===== config.mk =====
export PLATFORM = sky130hd
export DESIGN_NAME = oled_byte_seq
export DESIGN_NICKNAME = d
export VERILOG_FILES = /design/src/rtl/oled_pkg.sv /design/src/rtl/oled_init_rom.sv /design/src/rtl/oled_byte_seq.sv
export SDC_FILE = /design/constraint.sdc
export NUM_CORES = 1
export LEC_CHECK = 0
export BUFFER_PORTS_ARGS = -buffer_cell sky130_fd_sc_hd__buf_4
export CAP_MARGIN = 20
export CORE_MARGIN = 8
export CORE_UTILIZATION = 45
export CTS_BUF_LIST = sky130_fd_sc_hd__clkbuf_8
export DETAILED_ROUTE_END_ITERATION = 8
export GPL_TIMING_DRIVEN = 0
export SETUP_SLACK_MARGIN = 0.2
export SLEW_MARGIN = 25
export SYNTH_ARGS = -nofsm -noshare
export SYNTH_HDL_FRONTEND = slang
export SYNTH_SLANG_ARGS = --single-unit

===== constraint.sdc =====
create_clock -name clk -period 2.4 [get_ports clk]
set_input_delay 0.36 -clock clk [delete_from_list [all_inputs] [get_ports clk]]
set_output_delay 0.36 -clock clk [all_outputs]
set_load 0.1 [all_outputs]

===== src/rtl/oled_pkg.sv =====
// ---------------------------------------------------------------------------
// oled_pkg
// Shared definitions for the SSD1306 OLED byte sequencer: FSM state
// encoding, init-sequence length, counter widths and the SSD1306 command
// opcodes used by the init ROM.
// Ports: none (package).
// ---------------------------------------------------------------------------
package oled_pkg;

    typedef enum logic [2:0] {
        ST_RES_LOW   = 3'd0,
        ST_RES_WAIT  = 3'd1,
        ST_CMD_SEND  = 3'd2,
        ST_CMD_WAIT  = 3'd3,
        ST_IDLE      = 3'd4,
        ST_DATA_SEND = 3'd5,
        ST_DATA_WAIT = 3'd6
    } state_t;

    localparam int INIT_LEN   = 25;
    localparam int IDX_W      = 5;
    localparam int BYTE_CNT_W = 11;

    localparam logic [7:0] CMD_DISPLAY_OFF  = 8'hAE;
    localparam logic [7:0] CMD_DISPLAY_ON   = 8'hAF;
    localparam logic [7:0] CMD_CLK_DIV      = 8'hD5;
    localparam logic [7:0] CMD_MUX_RATIO    = 8'hA8;
    localparam logic [7:0] CMD_DISP_OFFSET  = 8'hD3;
    localparam logic [7:0] CMD_START_LINE   = 8'h40;
    localparam logic [7:0] CMD_CHARGE_PUMP  = 8'h8D;
    localparam logic [7:0] CMD_ADDR_MODE    = 8'h20;
    localparam logic [7:0] CMD_SEG_REMAP    = 8'hA1;
    localparam logic [7:0] CMD_COM_SCAN_DEC = 8'hC8;
    localparam logic [7:0] CMD_COM_PINS     = 8'hDA;
    localparam logic [7:0] CMD_CONTRAST     = 8'h81;
    localparam logic [7:0] CMD_PRECHARGE    = 8'hD9;
    localparam logic [7:0] CMD_VCOMH        = 8'hDB;
    localparam logic [7:0] CMD_RESUME_RAM   = 8'hA4;
    localparam logic [7:0] CMD_NORMAL_DISP  = 8'hA6;
    localparam logic [7:0] CMD_NOP          = 8'hE3;

endpackage


===== src/rtl/oled_init_rom.sv =====
// ---------------------------------------------------------------------------
// oled_init_rom
// Combinational SSD1306 power-up command table (128x64, internal charge
// pump, horizontal addressing). Entry 0 turns the display off, the last
// entry turns it on; arguments follow their opcodes.
// Ports:
//   idx  in   command index 0..INIT_LEN-1
//   cmd  out  command/argument byte at idx (NOP beyond the table)
// ---------------------------------------------------------------------------
module oled_init_rom
    import oled_pkg::*;
(
    input  logic [IDX_W-1:0] idx,
    output logic [7:0]       cmd
);

    always_comb begin
        cmd = CMD_NOP;
        case (idx)
            5'd0:  cmd = CMD_DISPLAY_OFF;
            5'd1:  cmd = CMD_CLK_DIV;
            5'd2:  cmd = 8'h80;
            5'd3:  cmd = CMD_MUX_RATIO;
            5'd4:  cmd = 8'h3F;
            5'd5:  cmd = CMD_DISP_OFFSET;
            5'd6:  cmd = 8'h00;
            5'd7:  cmd = CMD_START_LINE;
            5'd8:  cmd = CMD_CHARGE_PUMP;
            5'd9:  cmd = 8'h14;
            5'd10: cmd = CMD_ADDR_MODE;
            5'd11: cmd = 8'h00;
            5'd12: cmd = CMD_SEG_REMAP;
            5'd13: cmd = CMD_COM_SCAN_DEC;
            5'd14: cmd = CMD_COM_PINS;
            5'd15: cmd = 8'h12;
            5'd16: cmd = CMD_CONTRAST;
            5'd17: cmd = 8'hCF;
            5'd18: cmd = CMD_PRECHARGE;
            5'd19: cmd = 8'hF1;
            5'd20: cmd = CMD_VCOMH;
            5'd21: cmd = 8'h40;
            5'd22: cmd = CMD_RESUME_RAM;
            5'd23: cmd = CMD_NORMAL_DISP;
            5'd24: cmd = CMD_DISPLAY_ON;
            default: cmd = CMD_NOP;
        endcase
    end

endmodule


===== src/rtl/oled_byte_seq.sv =====
// ---------------------------------------------------------------------------
// oled_byte_seq
// Drives an SSD1306 OLED through an external SPI byte writer: hardware
// reset pulse, settle wait, ROM init command stream, then forwards
// upstream display bytes one at a time, pulsing frame_done every
// FRAME_BYTES data bytes.
// Ports:
//   clk            in   system clock, rising edge
//   rst_n          in   asynchronous active-low reset
//   px_valid       in   upstream byte valid
//   px_data[7:0]   in   upstream display byte
//   px_ready       out  byte accepted when px_valid & px_ready
//   spi_ena_write  out  one-cycle start pulse to SPI byte writer
//   spi_data[7:0]  out  byte presented to SPI byte writer
//   spi_write_done in   one-cycle completion pulse from SPI byte writer
//   oled_res       out  OLED reset pin, active low
//   oled_dc        out  0 = command, 1 = data
//   oled_cs        out  OLED chip select, active low
//   init_done      out  sticky high after init sequence
//   frame_done     out  one-cycle pulse after last byte of a frame
//
// state     | meaning
// ----------+-----------------------------------------------------------
// RES_LOW   | oled_res held low for RES_LOW_CYC cycles
// RES_WAIT  | oled_res high, settle RES_WAIT_CYC cycles
// CMD_SEND  | start pulse for init command ROM[idx]
// CMD_WAIT  | wait for writer done, then next command or IDLE
// IDLE      | px_ready high, waiting for an upstream byte
// DATA_SEND | start pulse for the captured data byte
// DATA_WAIT | wait for writer done, count byte, back to IDLE
// ---------------------------------------------------------------------------
module oled_byte_seq
    import oled_pkg::*;
#(
    parameter int RES_LOW_CYC  = 1000,
    parameter int RES_WAIT_CYC = 1000,
    parameter int FRAME_BYTES  = 1024
) (
    input  logic       clk,
    input  logic       rst_n,
    input  logic       px_valid,
    input  logic [7:0] px_data,
    output logic       px_ready,
    output logic       spi_ena_write,
    output logic [7:0] spi_data,
    input  logic       spi_write_done,
    output logic       oled_res,
    output logic       oled_dc,
    output logic       oled_cs,
    output logic       init_done,
    output logic       frame_done
);

    localparam int TMR_MAX = (RES_LOW_CYC > RES_WAIT_CYC) ? RES_LOW_CYC : RES_WAIT_CYC;
    localparam int TMR_W   = $clog2(TMR_MAX + 1);

    localparam logic [TMR_W-1:0]      RES_LOW_TC  = TMR_W'(RES_LOW_CYC - 1);
    localparam logic [TMR_W-1:0]      RES_WAIT_TC = TMR_W'(RES_WAIT_CYC - 1);
    localparam logic [BYTE_CNT_W-1:0] FRAME_TC    = BYTE_CNT_W'(FRAME_BYTES - 1);
    localparam logic [IDX_W-1:0]      IDX_LAST    = IDX_W'(INIT_LEN - 1);

    state_t                state_q;
    logic [TMR_W-1:0]      tmr_q;
    logic [IDX_W-1:0]      idx_q;
    logic [IDX_W-1:0]      idx_d;
    logic [BYTE_CNT_W-1:0] byte_cnt_q;
    logic [7:0]            spi_data_q;
    logic                  ena_q;
    logic                  res_q;
    logic                  dc_q;
    logic                  cs_q;
    logic                  ready_q;
    logic                  init_done_q;
    logic                  frame_done_q;

    logic [IDX_W-1:0]      rom_idx;
    logic [7:0]            rom_cmd;

    assign idx_d = idx_q + IDX_W'(1);

    // The ROM is addressed with the index of the command about to be
    // launched, so the byte can be registered together with the start pulse.
    assign rom_idx = (state_q == ST_CMD_WAIT) ? idx_d : '0;

    oled_init_rom u_rom (
        .idx (rom_idx),
        .cmd (rom_cmd)
    );

    always_ff @(posedge clk or negedge rst_n) begin
        if (!rst_n) begin
            state_q      <= ST_RES_LOW;
            tmr_q        <= '0;
            idx_q        <= '0;
            byte_cnt_q   <= '0;
            spi_data_q   <= 8'h00;
            ena_q        <= 1'b0;
            res_q        <= 1'b0;
            dc_q         <= 1'b0;
            cs_q         <= 1'b1;
            ready_q      <= 1'b0;
            init_done_q  <= 1'b0;
            frame_done_q <= 1'b0;
        end else begin
            ena_q        <= 1'b0;
            frame_done_q <= 1'b0;
            case (state_q)
                ST_RES_LOW: begin
                    if (tmr_q == RES_LOW_TC) begin
                        tmr_q   <= '0;
                        res_q   <= 1'b1;
                        state_q <= ST_RES_WAIT;
                    end else begin
                        tmr_q <= tmr_q + TMR_W'(1);
                    end
                end
                ST_RES_WAIT: begin
                    if (tmr_q == RES_WAIT_TC) begin
                        tmr_q      <= '0;
                        idx_q      <= '0;
                        spi_data_q <= rom_cmd;
                        dc_q       <= 1'b0;
                        cs_q       <= 1'b0;
                        ena_q      <= 1'b1;
                        state_q    <= ST_CMD_SEND;
                    end else begin
                        tmr_q <= tmr_q + TMR_W'(1);
                    end
                end
                ST_CMD_SEND: begin
                    state_q <= ST_CMD_WAIT;
                end
                ST_CMD_WAIT: begin
                    if (spi_write_done) begin
                        idx_q <= idx_d;
                        if (idx_q == IDX_LAST) begin
                            init_done_q <= 1'b1;
                            ready_q     <= 1'b1;
                            cs_q        <= 1'b1;
                            state_q     <= ST_IDLE;
                        end else begin
                            spi_data_q <= rom_cmd;
                            ena_q      <= 1'b1;
                            state_q    <= ST_CMD_SEND;
                        end
                    end
                end
                ST_IDLE: begin
                    if (px_valid && ready_q) begin
                        ready_q    <= 1'b0;
                        spi_data_q <= px_data;
                        dc_q       <= 1'b1;
                        cs_q       <= 1'b0;
                        ena_q      <= 1'b1;
                        state_q    <= ST_DATA_SEND;
                    end
                end
                ST_DATA_SEND: begin
                    state_q <= ST_DATA_WAIT;
                end
                ST_DATA_WAIT: begin
                    if (spi_write_done) begin
                        if (byte_cnt_q == FRAME_TC) begin
                            byte_cnt_q   <= '0;
                            frame_done_q <= 1'b1;
                        end else begin
                            byte_cnt_q <= byte_cnt_q + BYTE_CNT_W'(1);
                        end
                        ready_q <= 1'b1;
                        cs_q    <= 1'b1;
                        state_q <= ST_IDLE;
                    end
                end
                default: begin
                    state_q <= ST_RES_LOW;
                end
            endcase
        end
    end

    assign px_ready      = ready_q;
    assign spi_ena_write = ena_q;
    assign spi_data      = spi_data_q;
    assign oled_res      = res_q;
    assign oled_dc       = dc_q;
    assign oled_cs       = cs_q;
    assign init_done     = init_done_q;
    assign frame_done    = frame_done_q;

endmodule

==> impl_metrics.py <==
metrics = {
    "cts": {
        "htreeDepth": 2,
        "cts_tree": "yes",
        "cts_made_buffers": 5,
        "worstSkewPairLatency_ps": 300,
        "postCtsHoldBufs": 0,
        "clock_sinks": 44,
        "cts_buffer_depth": 2,
        "clockRootBuffer": "clkbuf_8",
        "clk_pin_slew_ps": 90,
    },
    "synthesis": {
        "yosysUniqueCellTypes": 55,
        "synth_area_um2": 2600,
        "synth_edf_count": 0,
        "async_flop_share_pct": 100.0,
        "yosysSeqAreaShare_pct": 42.40,
        "syn_inst": 281,
        "ys_ff_latch": 44,
        "yosys_warnings": 0,
        "ys_dominant_reg_cell": "dfrtp_1",
        "avgSynthCellArea_um2": 9.253,
        "synth.net_count": 304,
    },
    "critical_path": {
        "crit_arrival_ps": 2310,
        "crit_buf_inv": 0,
        "startpoint": "idx_q[0]",
        "endpoint": "spi_data[1]",
        "reg2reg_depth": 7,
        "crit_path_end_kind": "flop",
        "crit_required_ps": 2620,
        "slowest_delay_ps": 420,
        "crit_slowest_cell": "nor2_1",
        "start_kind": "flop",
        "critPathKind": "flop to flop",
        "timing.rr.end": "spi_data[1]",
        "critical-path-top-delay-family": "compound AO/OA/AOI/OAI gates",
        "path_cells": "ha_1, xnor2_2, nor2_1, nand2_1, a41o_2, a31o_1, a21oi_1",
        "path_max_fanout": 8,
        "reg2reg_setup_slack_ps": 310,
        "rr_startpoint": "idx_q[0]",
        "cp.depth": 7,
    },
    "sta": {
        "finalClockSkew_ps": 11.12,
        "hold_violations": 0,
        "slew_viol_final": 0,
        "period_needed_ps": 2089,
        "rsz0062_at_grt": "no",
        "fmax_mhz": 478.7,
        "relSlewSlack_pct": 60.65,
        "finalCritPeriodShare_pct": 87.04,
        "worst_pin_slew_ps": 588.0,
        "hold_ws_ps": 38.04,
        "setup_violations": 0,
        "postLayoutSetupSlackWorst_ps": 310.9,
    },
    "grt": {
        "grt_antenna_before_repair": 0,
        "grtUsageTotal_pct": 13.95,
        "grt_pass1_wl_um": 9653,
        "overflow": 0,
        "grt_pass1_vias": 2064,
        "grt_start_max_net_pins": 45,
    },
    "floorplanning": {
        "start_util_pct": 46.93,
        "rows": 27,
        "die_h_um": 92.01,
        "ios": 27,
        "die_w_um": 92.01,
        "core_um2": 5540,
        "dieArea_um2": 8466,
    },
    "detailed_routing": {
        "post_drt_wl_per_cell_um": 15.07,
        "wirelength_um": 5969,
        "drt_iter0_drc": 143,
        "dr.pass1.iters": 4,
        "vias_per_cell": 5.457,
        "ant_nets": 0,
        "dr_total_vias": 2161,
        "drc_errors": 0,
    },
    "power": {
        "power.switching_uw": 288.3,
        "switching_share_pct": 21.28,
        "power_frac_seq_pct": 54.7,
        "power_uw": 1355,
        "ir_drop_mv": 0.3199,
        "leakagePower_uw": 0.001512,
        "p_per_area_nw_per_um2": 426.4,
        "p_int_uw": 1066,
        "comb_power_share_pct": 2.2,
        "clkPwrFrac_pct": 43.1,
    },
    "placement": {
        "portBuffers": 26,
        "hpwl_um": 4236,
        "dp_slack_ps": -106.2,
        "gp_congestion": 0.8952,
        "dpl_cell_area_um2": 2885,
    },
    "final_layout": {
        "nets": 346,
        "final_util_pct": 57.34,
        "multi_input_area_um2": 1483,
        "syn2layout_area_growth_pct": 22.18,
        "fillerInstances": 502,
        "final_cell_area_um2": 3177,
        "regArea_um2": 1102,
        "drive_gt1_share_pct": 24.07,
        "num_antenna_cells": 0,
    },
    "min_path": {
        "hp-class": "input port to asynchronous set/reset pin",
    },
    "outcome": {
        "status": "completed",
    },
    "run": {
        "maxCapViolCount": 0,
    },
}
[per-layer routing]
metal	global-route usage, %	wire length (um)	vias up	part of all wire (%)
met4	4.161	59	0	0.99
li1	-	-	1087	-
met5	0	0	-	0
met3	4.482	325	4	5.4
met2	20.32	2636	53	44
met1	19.19	2949	1017	49
[cell usage in the layout (no fill, tap or decap), types with 3 or more instances in the layout]
master | synthesis | routed
nand4_1 | 7 | 7
a21oi_1 | 13 | 13
and3_1 | 5 | 5
a21o_1 | 5 | 5
a211oi_1 | 3 | 3
xor2_1 | 9 | 8
nand2_1 | 37 | 34
o21ai_0 | 25 | 24
nand3_1 | 14 | 14
inv_1 | 11 | 11
clkbuf_8 | 0 | 5
xnor2_2 | 1 | 3
nand4b_1 | 4 | 4
o22ai_1 | 3 | 3
o2111ai_1 | 4 | 4
buf_4 | 0 | 35
buf_2 | 7 | 6
o21ai_1 | 3 | 4
dfrtp_1 | 43 | 43
nor2_1 | 22 | 21
xnor2_1 | 9 | 7
ha_1 | 11 | 9
or3_1 | 4 | 4
[power groups by stage]
stage | combinational, uW | sequential [uW] | clock [uW]
global placement | 32.3 | 755 | 0
global route | 35.7 | 741 | 625
detailed placement | 32.1 | 755 | 0
finish | 30.2 | 741 | 584
CTS | 32.2 | 741 | 604
floorplan | 0.988 | 756 | 0
[logic make-up after synthesis]
kind of cell / count (synthesis) / synth area share, %
buffers and inverters: 22 / 4.331
muxes: 3 / 1.636
AOI/OAI and AO/OA: 70 / 17.04
DFF: 44 / 42.40
adders and majority gates: 11 / 5.293
and+or+nand+nor: 111 / 21.56
xor gates and xnor gates: 20 / 7.748
[what timing repair did]
item | 4_1_cts | 5_1_grt
gates resized for setup | 7 | 14
setup endpoints to repair | 6 | 14
pin swaps | 1 | 7
buffers inserted | 3 | 6
[state kept, by name (all words and copies together), names as in the netlist]
name           count
byte_cnt_q        11
frame_done         1
idx_q              5
init_done          1
oled_cs            1
oled_dc            1
oled_res           1
px_ready           1
spi_data           8
spi_ena_write      1
state_q            3
tmr_q             10
[worst min path at each step]
stage,startpoint,end,slack [ps]
floorplan,rst_n,byte_cnt_q[0],60
CTS,rst_n,spi_ena_write,60
detailed placement,rst_n,spi_data[5],390
global placement,rst_n,spi_data[5],400
global route,rst_n,spi_ena_write,90
finish,rst_n,spi_ena_write,40
[through the flow]
stage | setup TNS (ps) | std cells
6_report | 0 | 396
5_1_grt | 0 | 396
4_1_cts | 0 | 390
3_5_place_dp | -106.2 | 379
3_3_place_gp | -95.36 | 379
2_1_floorplan | 0 | 281
[area by class of cell]
class / count / area share (%)
clock inverter: 3 / 1.497
tap: 72 / 2.836
clock buffer: 5 / 2.166
buffer: 10 / 2.363
multi-input combinational: 215 / 46.67
inverter: 12 / 1.497
timing repair buffer: 35 / 8.271
sequential: 44 / 34.70
[worst register-to-register path, delay by kind of cell (launching register included)]
kind | cells | cell delay [ps]
compound gates | 3 | 590
simple gates | 2 | 530
flops | 1 | 410
fa+ha+maj | 1 | 280
xor+xnor | 1 | 200
[synth_stat cells (4+ instances only)]
master,number,share of area [%]
dfrtp_1,43,41
nand2_1,37,5.3
o21ai_0,25,4.8
nor2_1,22,3.2
nand3_1,14,2.7
a21oi_1,13,2.5
ha_1,11,5.3
inv_1,11,1.6
xnor2_1,9,3.0
xor2_1,9,3.0
buf_2,7,1.3
nand4_1,7,1.7
a21o_1,5,1.4
and3_1,5,1.2
nand4b_1,4,1.3
o2111ai_1,4,1.3
or3_1,4,0.96
(Power assumes the default switching activity.)
